[config.mk]
export PLATFORM = sky130hd
export DESIGN_NAME = branch_pred_ctrl
export DESIGN_NICKNAME = d
export VERILOG_FILES = /design/src/rtl/branch_pred_pkg.sv /design/src/rtl/branch_pred_ctrl_pht_ram.sv /design/src/rtl/branch_pred_ctrl.sv
export SDC_FILE = /design/constraint.sdc
export NUM_CORES = 1
export LEC_CHECK = 0
export CELL_PAD_IN_SITES_DETAIL_PLACEMENT = 1
export CELL_PAD_IN_SITES_GLOBAL_PLACEMENT = 1
export CORE_UTILIZATION = 35
export DETAILED_ROUTE_END_ITERATION = 10
export PLACE_DENSITY_LB_ADDON = 0.2
export SETUP_SLACK_MARGIN = 0.4
export SYNTH_ARGS = -nofsm -noshare
export SYNTH_HDL_FRONTEND = slang
export SYNTH_SLANG_ARGS = --single-unit
[constraint.sdc]
create_clock -name clk -period 2.5 [get_ports clk]
set_input_delay 0.625 -clock clk [delete_from_list [all_inputs] [get_ports clk]]
set_output_delay 0.625 -clock clk [all_outputs]
set_load 0.02 [all_outputs]
[src/rtl/branch_pred_pkg.sv]
// Shared types and helpers for the branch predictor controller and its pattern history table.
// Latency: n/a (types, constants and a pure function only).
// Backpressure: n/a.
package branch_pred_pkg;

   // 2-bit saturating counter encodings; bit 1 is the taken prediction
   typedef enum logic [1:0] {
      SNT = 2'b00,
      WNT = 2'b01,
      WT  = 2'b10,
      ST  = 2'b11
   } cnt_t;

   // Controller states: sweeping the table, or serving predictions/updates
   typedef enum logic {
      INIT = 1'b0,
      RUN  = 1'b1
   } ctrl_state_t;

   localparam logic [1:0] CNT_MAX = ST;
   localparam logic [1:0] CNT_MIN = SNT;

   // Saturating step of a 2-bit counter toward the resolved outcome
   function automatic logic [1:0] sat_next(input logic [1:0] cnt, input logic taken);
      logic [1:0] nxt;
      nxt = cnt;
      if (taken) begin
         if (cnt != CNT_MAX) nxt = cnt + 2'd1;
      end else begin
         if (cnt != CNT_MIN) nxt = cnt - 2'd1;
      end
      return nxt;
   endfunction

endpackage

[src/rtl/branch_pred_ctrl_pht_ram.sv]
// Pattern history table: async fetch read, sync write muxed between sweep init and branch RMW.
// Latency: read is combinational; a write is visible the cycle after the edge that commits it.
// Backpressure: none; the sweep write wins over an update in the same cycle.
module pht_ram
   import branch_pred_pkg::*;
#(
   parameter int INDEX_BITS = 4
) (
   input  logic                  clk,
   input  logic [INDEX_BITS-1:0] rd_idx,
   output logic [1:0]            rd_cnt,
   input  logic                  sweep_we,
   input  logic [INDEX_BITS-1:0] sweep_idx,
   input  logic [1:0]            sweep_dat,
   input  logic                  upd_we,
   input  logic [INDEX_BITS-1:0] upd_idx,
   input  logic                  upd_taken
);

   localparam int ENTRIES = 1 << INDEX_BITS;

   logic [1:0] mem_q [ENTRIES];
   logic [1:0] mem_d [ENTRIES];
   logic [1:0] upd_cnt;

   // Fetch read port, and the second read that feeds the update's read-modify-write
   assign rd_cnt  = mem_q[rd_idx];
   assign upd_cnt = mem_q[upd_idx];

   // Write mux: the sweep owns the table while initializing, otherwise the resolved branch
   always_comb begin
      mem_d = mem_q;
      if (sweep_we) begin
         mem_d[sweep_idx] = sweep_dat;
      end else if (upd_we) begin
         mem_d[upd_idx] = sat_next(upd_cnt, upd_taken);
      end
   end

   // Table storage carries no reset; the sweep establishes every entry before it is read
   always_ff @(posedge clk) begin
      mem_q <= mem_d;
   end

endmodule

[src/rtl/branch_pred_ctrl.sv]
// Branch predictor controller: sequences PHT init sweep, fetch prediction, execute update and stats.
// Latency: prediction and mispredict are combinational; updates and counts land on the next edge.
// Backpressure: StallInitF holds fetch for 2^INDEX_BITS cycles after reset or a flush.
module branch_pred_ctrl
   import branch_pred_pkg::*;
#(
   parameter int         INDEX_BITS = 4,
   parameter int         PC_WIDTH   = 32,
   parameter logic [1:0] INIT_CNT   = 2'b01,
   parameter int         STAT_WIDTH = 16
) (
   input  logic                  clk,
   input  logic                  reset,
   input  logic                  FlushTable,
   input  logic [PC_WIDTH-1:0]   PCF,
   output logic                  PredictTakenF,
   output logic                  StallInitF,
   input  logic                  BranchE,
   input  logic [PC_WIDTH-1:0]   PCE,
   input  logic                  BranchTakenE,
   input  logic                  PredictedE,
   output logic                  MispredictE,
   output logic [STAT_WIDTH-1:0] BranchCount,
   output logic [STAT_WIDTH-1:0] MissCount
);

   localparam logic [INDEX_BITS-1:0] PTR_LAST = '1;
   localparam logic [STAT_WIDTH-1:0] STAT_MAX = '1;

   ctrl_state_t           state_q, state_d;
   logic [INDEX_BITS-1:0] ptr_q, ptr_d;
   logic [STAT_WIDTH-1:0] branch_cnt_q, branch_cnt_d;
   logic [STAT_WIDTH-1:0] miss_cnt_q, miss_cnt_d;

   logic [INDEX_BITS-1:0] fetch_idx;
   logic [INDEX_BITS-1:0] exe_idx;
   logic [1:0]            fetch_cnt;
   logic                  run;
   logic                  sweep_we;
   logic                  upd_we;
   logic                  stat_clr;
   logic                  stat_cnt;
   logic                  unused_pc_bits;

   // Word-aligned index; low byte-offset bits and high bits alias freely
   assign fetch_idx = PCF[INDEX_BITS+1:2];
   assign exe_idx   = PCE[INDEX_BITS+1:2];
   assign unused_pc_bits = ^{PCF[PC_WIDTH-1:INDEX_BITS+2], PCF[1:0],
                             PCE[PC_WIDTH-1:INDEX_BITS+2], PCE[1:0]};

   // Control state register with synchronous reset into a fresh sweep
   always_ff @(posedge clk) begin
      if (reset) begin
         state_q <= INIT;
      end else begin
         state_q <= state_d;
      end
   end

   // Next state: leave INIT after writing the last entry; a flush in RUN re-enters INIT
   always_comb begin
      state_d = state_q;
      case (state_q)
         INIT:    if (ptr_q == PTR_LAST) state_d = RUN;
         RUN:     if (FlushTable) state_d = INIT;
         default: state_d = INIT;
      endcase
   end

   // Per-state controls; reset suppresses any table write on its edge
   always_comb begin
      run      = 1'b0;
      StallInitF = 1'b0;
      sweep_we = 1'b0;
      upd_we   = 1'b0;
      stat_clr = 1'b0;
      stat_cnt = 1'b0;
      case (state_q)
         INIT: begin
            StallInitF = 1'b1;
            sweep_we   = ~reset;
         end
         RUN: begin
            run      = 1'b1;
            upd_we   = BranchE & ~FlushTable & ~reset;
            stat_cnt = BranchE & ~FlushTable;
            stat_clr = FlushTable;
         end
         default: StallInitF = 1'b1;
      endcase
   end

   // Fetch prediction reads the pre-update value; no bypass from a same-cycle update
   assign PredictTakenF = run & fetch_cnt[1];
   // Mispredict is reported even on a cycle whose update a flush discards
   assign MispredictE   = run & BranchE & (BranchTakenE ^ PredictedE);

   // Sweep pointer advances only while writing; parked at zero in RUN so a flush starts at entry 0
   always_comb begin
      ptr_d = ptr_q;
      if (sweep_we) begin
         ptr_d = ptr_q + INDEX_BITS'(1);
      end else if (state_q == RUN) begin
         ptr_d = '0;
      end
   end

   // Saturating statistics: cleared by a flush, stepped by each accepted resolved branch
   always_comb begin
      branch_cnt_d = branch_cnt_q;
      miss_cnt_d   = miss_cnt_q;
      if (stat_clr) begin
         branch_cnt_d = '0;
         miss_cnt_d   = '0;
      end else if (stat_cnt) begin
         if (branch_cnt_q != STAT_MAX) branch_cnt_d = branch_cnt_q + STAT_WIDTH'(1);
         if (MispredictE && (miss_cnt_q != STAT_MAX)) miss_cnt_d = miss_cnt_q + STAT_WIDTH'(1);
      end
   end

   // Pointer and statistics registers
   always_ff @(posedge clk) begin
      if (reset) begin
         ptr_q        <= '0;
         branch_cnt_q <= '0;
         miss_cnt_q   <= '0;
      end else begin
         ptr_q        <= ptr_d;
         branch_cnt_q <= branch_cnt_d;
         miss_cnt_q   <= miss_cnt_d;
      end
   end

   assign BranchCount = branch_cnt_q;
   assign MissCount   = miss_cnt_q;

   pht_ram #(
      .INDEX_BITS (INDEX_BITS)
   ) u_pht (
      .clk       (clk),
      .rd_idx    (fetch_idx),
      .rd_cnt    (fetch_cnt),
      .sweep_we  (sweep_we),
      .sweep_idx (ptr_q),
      .sweep_dat (INIT_CNT),
      .upd_we    (upd_we),
      .upd_idx   (exe_idx),
      .upd_taken (BranchTakenE)
   );

endmodule

==> metrics.md <==
| Metric | Value |
|---|---|
| RePlAce Congestion | 0.846 |
| Ys async rst share | 0 |
| Row count | 38 |
| Port Buf Inserts | 48 |
| Synth top area share | 0.240 |
| CTS tree | yes |
| Reg2reg start | u_pht.mem_q[17] |
| Max H-tree Level | 3 |
| CTS Buf Count | 9 |
| Gr usage total | 0.228 |
| Peak VDD IR | 0.000364 V |
| Critical Path AT | 2.13 ns |
| IO Pins | 105 |
| Clock transition at the registers of the reported paths | 0.06 ns |
| Synthesized flop and latch total | 69 |
| Antenna Nets Post-Route | 0 |
| Worst min path class | register to register |
| Worst Setup Start Kind | register |
| Final net count | 599 |
| Maximum buffer depth of the clock tree | 2 |
| Synth Instances | 422 |
| Final period utilization | 1.10 |
| Global-route wire length before repair | 20.2 mm |
| 1st-pass router iterations | 4 |
| Synth area leader | edfxtp_1 |
| Failing checks | negative setup slack |
| Syn Area/Cell | 9.47 µm² |
| Clk Latency, worst-skew pair | 0.34 ns |
| Routed WL | 12.7 mm |
| DRC | 0 |
| Synth Net Count | 498 |
| Yosys cell types | 49 |
| Unrepaired setup endpoints after global routing | true |
| EDFF count, synth | 32 |
| Worst Slack Setup Final | -0.251 ns |
| Core area | 0.0110 mm² |
| CP endpoint kind | primary output |
| Root buffer cell | clkbuf_16 |
| Max-cap violations | 0 |
| Ys Warns | 0 |
| CP Class | register to primary output |
| Top cells by instance count after synthesis | nand2_1 (54), nor2_1 (42), dfxtp_1 (37) |
| Post-synthesis sequential area ratio | 0.426 |
| Setup Viol. Count Final | 1 |
| Fin. Hold Viols | 0 |
| Grt total ovfl | 0 |
| Area grow syn2layout | 37.7% |
| CTS sink count | 69 |
| Die area | 0.0118 mm² |
| Max Fclk | 364 MHz |
| Mapped Area | 0.00400 mm² |
| Outcome | finished with violations |
| Vias | 3,674 |
| Vias in the first global route | 3,895 |
| WL/cell | 19.0 µm |
| Fin Clk Skew | 0.00534 ns |
| 1st-iter DRT viols | 136 |
| Layout cell share with drive strength beyond 1 | 0.256 |
| Antenna diodes | 0 |
| Crit path launch | u_pht.mem_q[5] |
| Worst hold start | ptr_q[0] |
| Fillers | 1,246 |
| Post-layout util | 0.501 |
| Final Max Tran Viols | 0 |
| DP HPWL | 8.94 mm |
| Largest net degree at the start of global routing | 35 |
| Post-synth top flop | dfxtp_1 |
| CP required | 1.88 ns |
| Die width | 109 µm |
| Initial cell density of the core | 0.364 |
| Hold Worst Slack | 0.494 ns |
| Initial antenna violation count | 0 |
| Vias per cell | 5.50 |
| Die H | 109 µm |
| Worst slew margin | 0.642 |
| Actual slew at the worst max-slew pin | 0.536 ns |
| Most instantiated library cell after synthesis | nand2_1 |
| Pleak | 2.15 nW |
| Minimum clock period | 2.75 ns |
| Crit-path max FO | 2 |
| Top cells by area, synth | edfxtp_1 (24%), dfxtp_1 (19%), mux4_2 (5.6%) |
| Power per cell area | 539 mW/mm² |
## layer usage
layer  part of all wire  up-vias  GRT usage
met1               0.46     1795      0.296
met2               0.47       97      0.366
met5                  0        -          0
met3              0.040       22     0.0400
li1                   -     1760          -
met4              0.027        0      0.107
## area by class of cell
type	instances	area, µm²	share of cell area
multi-input combinational	322	2220	0.404
sequential	69	1700	0.309
timing repair buffer	114	1090	0.198
clock buffer	13	272	0.0493
tap	140	175	0.0318
inverter	7	26.3	0.00477
clock inverter	3	16.3	0.00296
## power breakdown
| part | leakage, nW | internal [mW] | switching (mW) |
|---|---|---|---|
| sequential | 0.626 | 1.23 | 0.0342 |
| clock | 0.145 | 0.757 | 0.497 |
| combinational | 1.38 | 0.228 | 0.221 |
## through the flow
step	setup WS [ns]	cells	power [mW]	setup TNS (ns)	instance area, µm²
finish	-0.251	668	2.97	-0.251	5500
global route	-0.267	668	3.08	-0.267	5500
CTS	-0.253	662	2.99	-0.253	5390
detailed placement	-1.16	643	1.69	-18.49	5040
global placement	-1.14	643	1.68	-16.98	5040
floorplan	0.164	422	1.49	0	4010
## worst paths after layout
kind	end	slack (ns)	cells after the start
setup / recovery	PredictTakenF	-0.25	4
hold reg to reg	ptr_q[0]	0.49	1
setup reg to reg	u_pht.mem_q[9]	0.29	7
hold / removal	ptr_q[0]	0.49	1
## placed cells by master (no fill, tap or decap), types with 7 or more instances in the layout
cell type         n
a21oi_1          17
and3_1            8
buf_4            61
clkbuf_16        10
clkdlybuf4s50_1  32
dfxtp_1          36
dlymetal6s2s_1    7
edfxtp_1         32
inv_1             7
mux4_2           13
nand2_1          50
nand3_1          29
nand4_1          11
nor2_1           41
o21ai_0           7
o21ai_1          28
o22ai_2          10
xnor2_1           7
xor2_1           15
## state kept, by name, summed over array words and instances, names as in the netlist
register	count
BranchCount	16
MissCount	16
u_pht.mem_q	32
state_q	1
ptr_q	4
## critical path: stages, from the launching register on
cell and delay [ns]:
edfxtp_1 0.45, mux4_2 0.49, mux4_2 0.55, and2_4 0.17, buf_6 0.12
## logic make-up after synthesis
family | synth area share
DFF | 0.426
buffers and inverters | 0.0363
and+or+nand+nor | 0.222
muxes | 0.0861
adders and majority gates | 0.0244
AOI/OAI and AO/OA | 0.155
xor gates and xnor gates | 0.0504
## timing repair
| action | in CTS | in global routing |
|---|---|---|
| pin swaps | 3 | 6 |
| setup endpoints to repair | 72 | 80 |
| hold endpoints to repair | 0 | 0 |
| gates resized for setup | 40 | 35 |
| buffers inserted | 2 | 6 |
| hold buffers | 0 | 0 |
| gates cloned | 1 | 0 |
(Power assumes the default switching activity.)
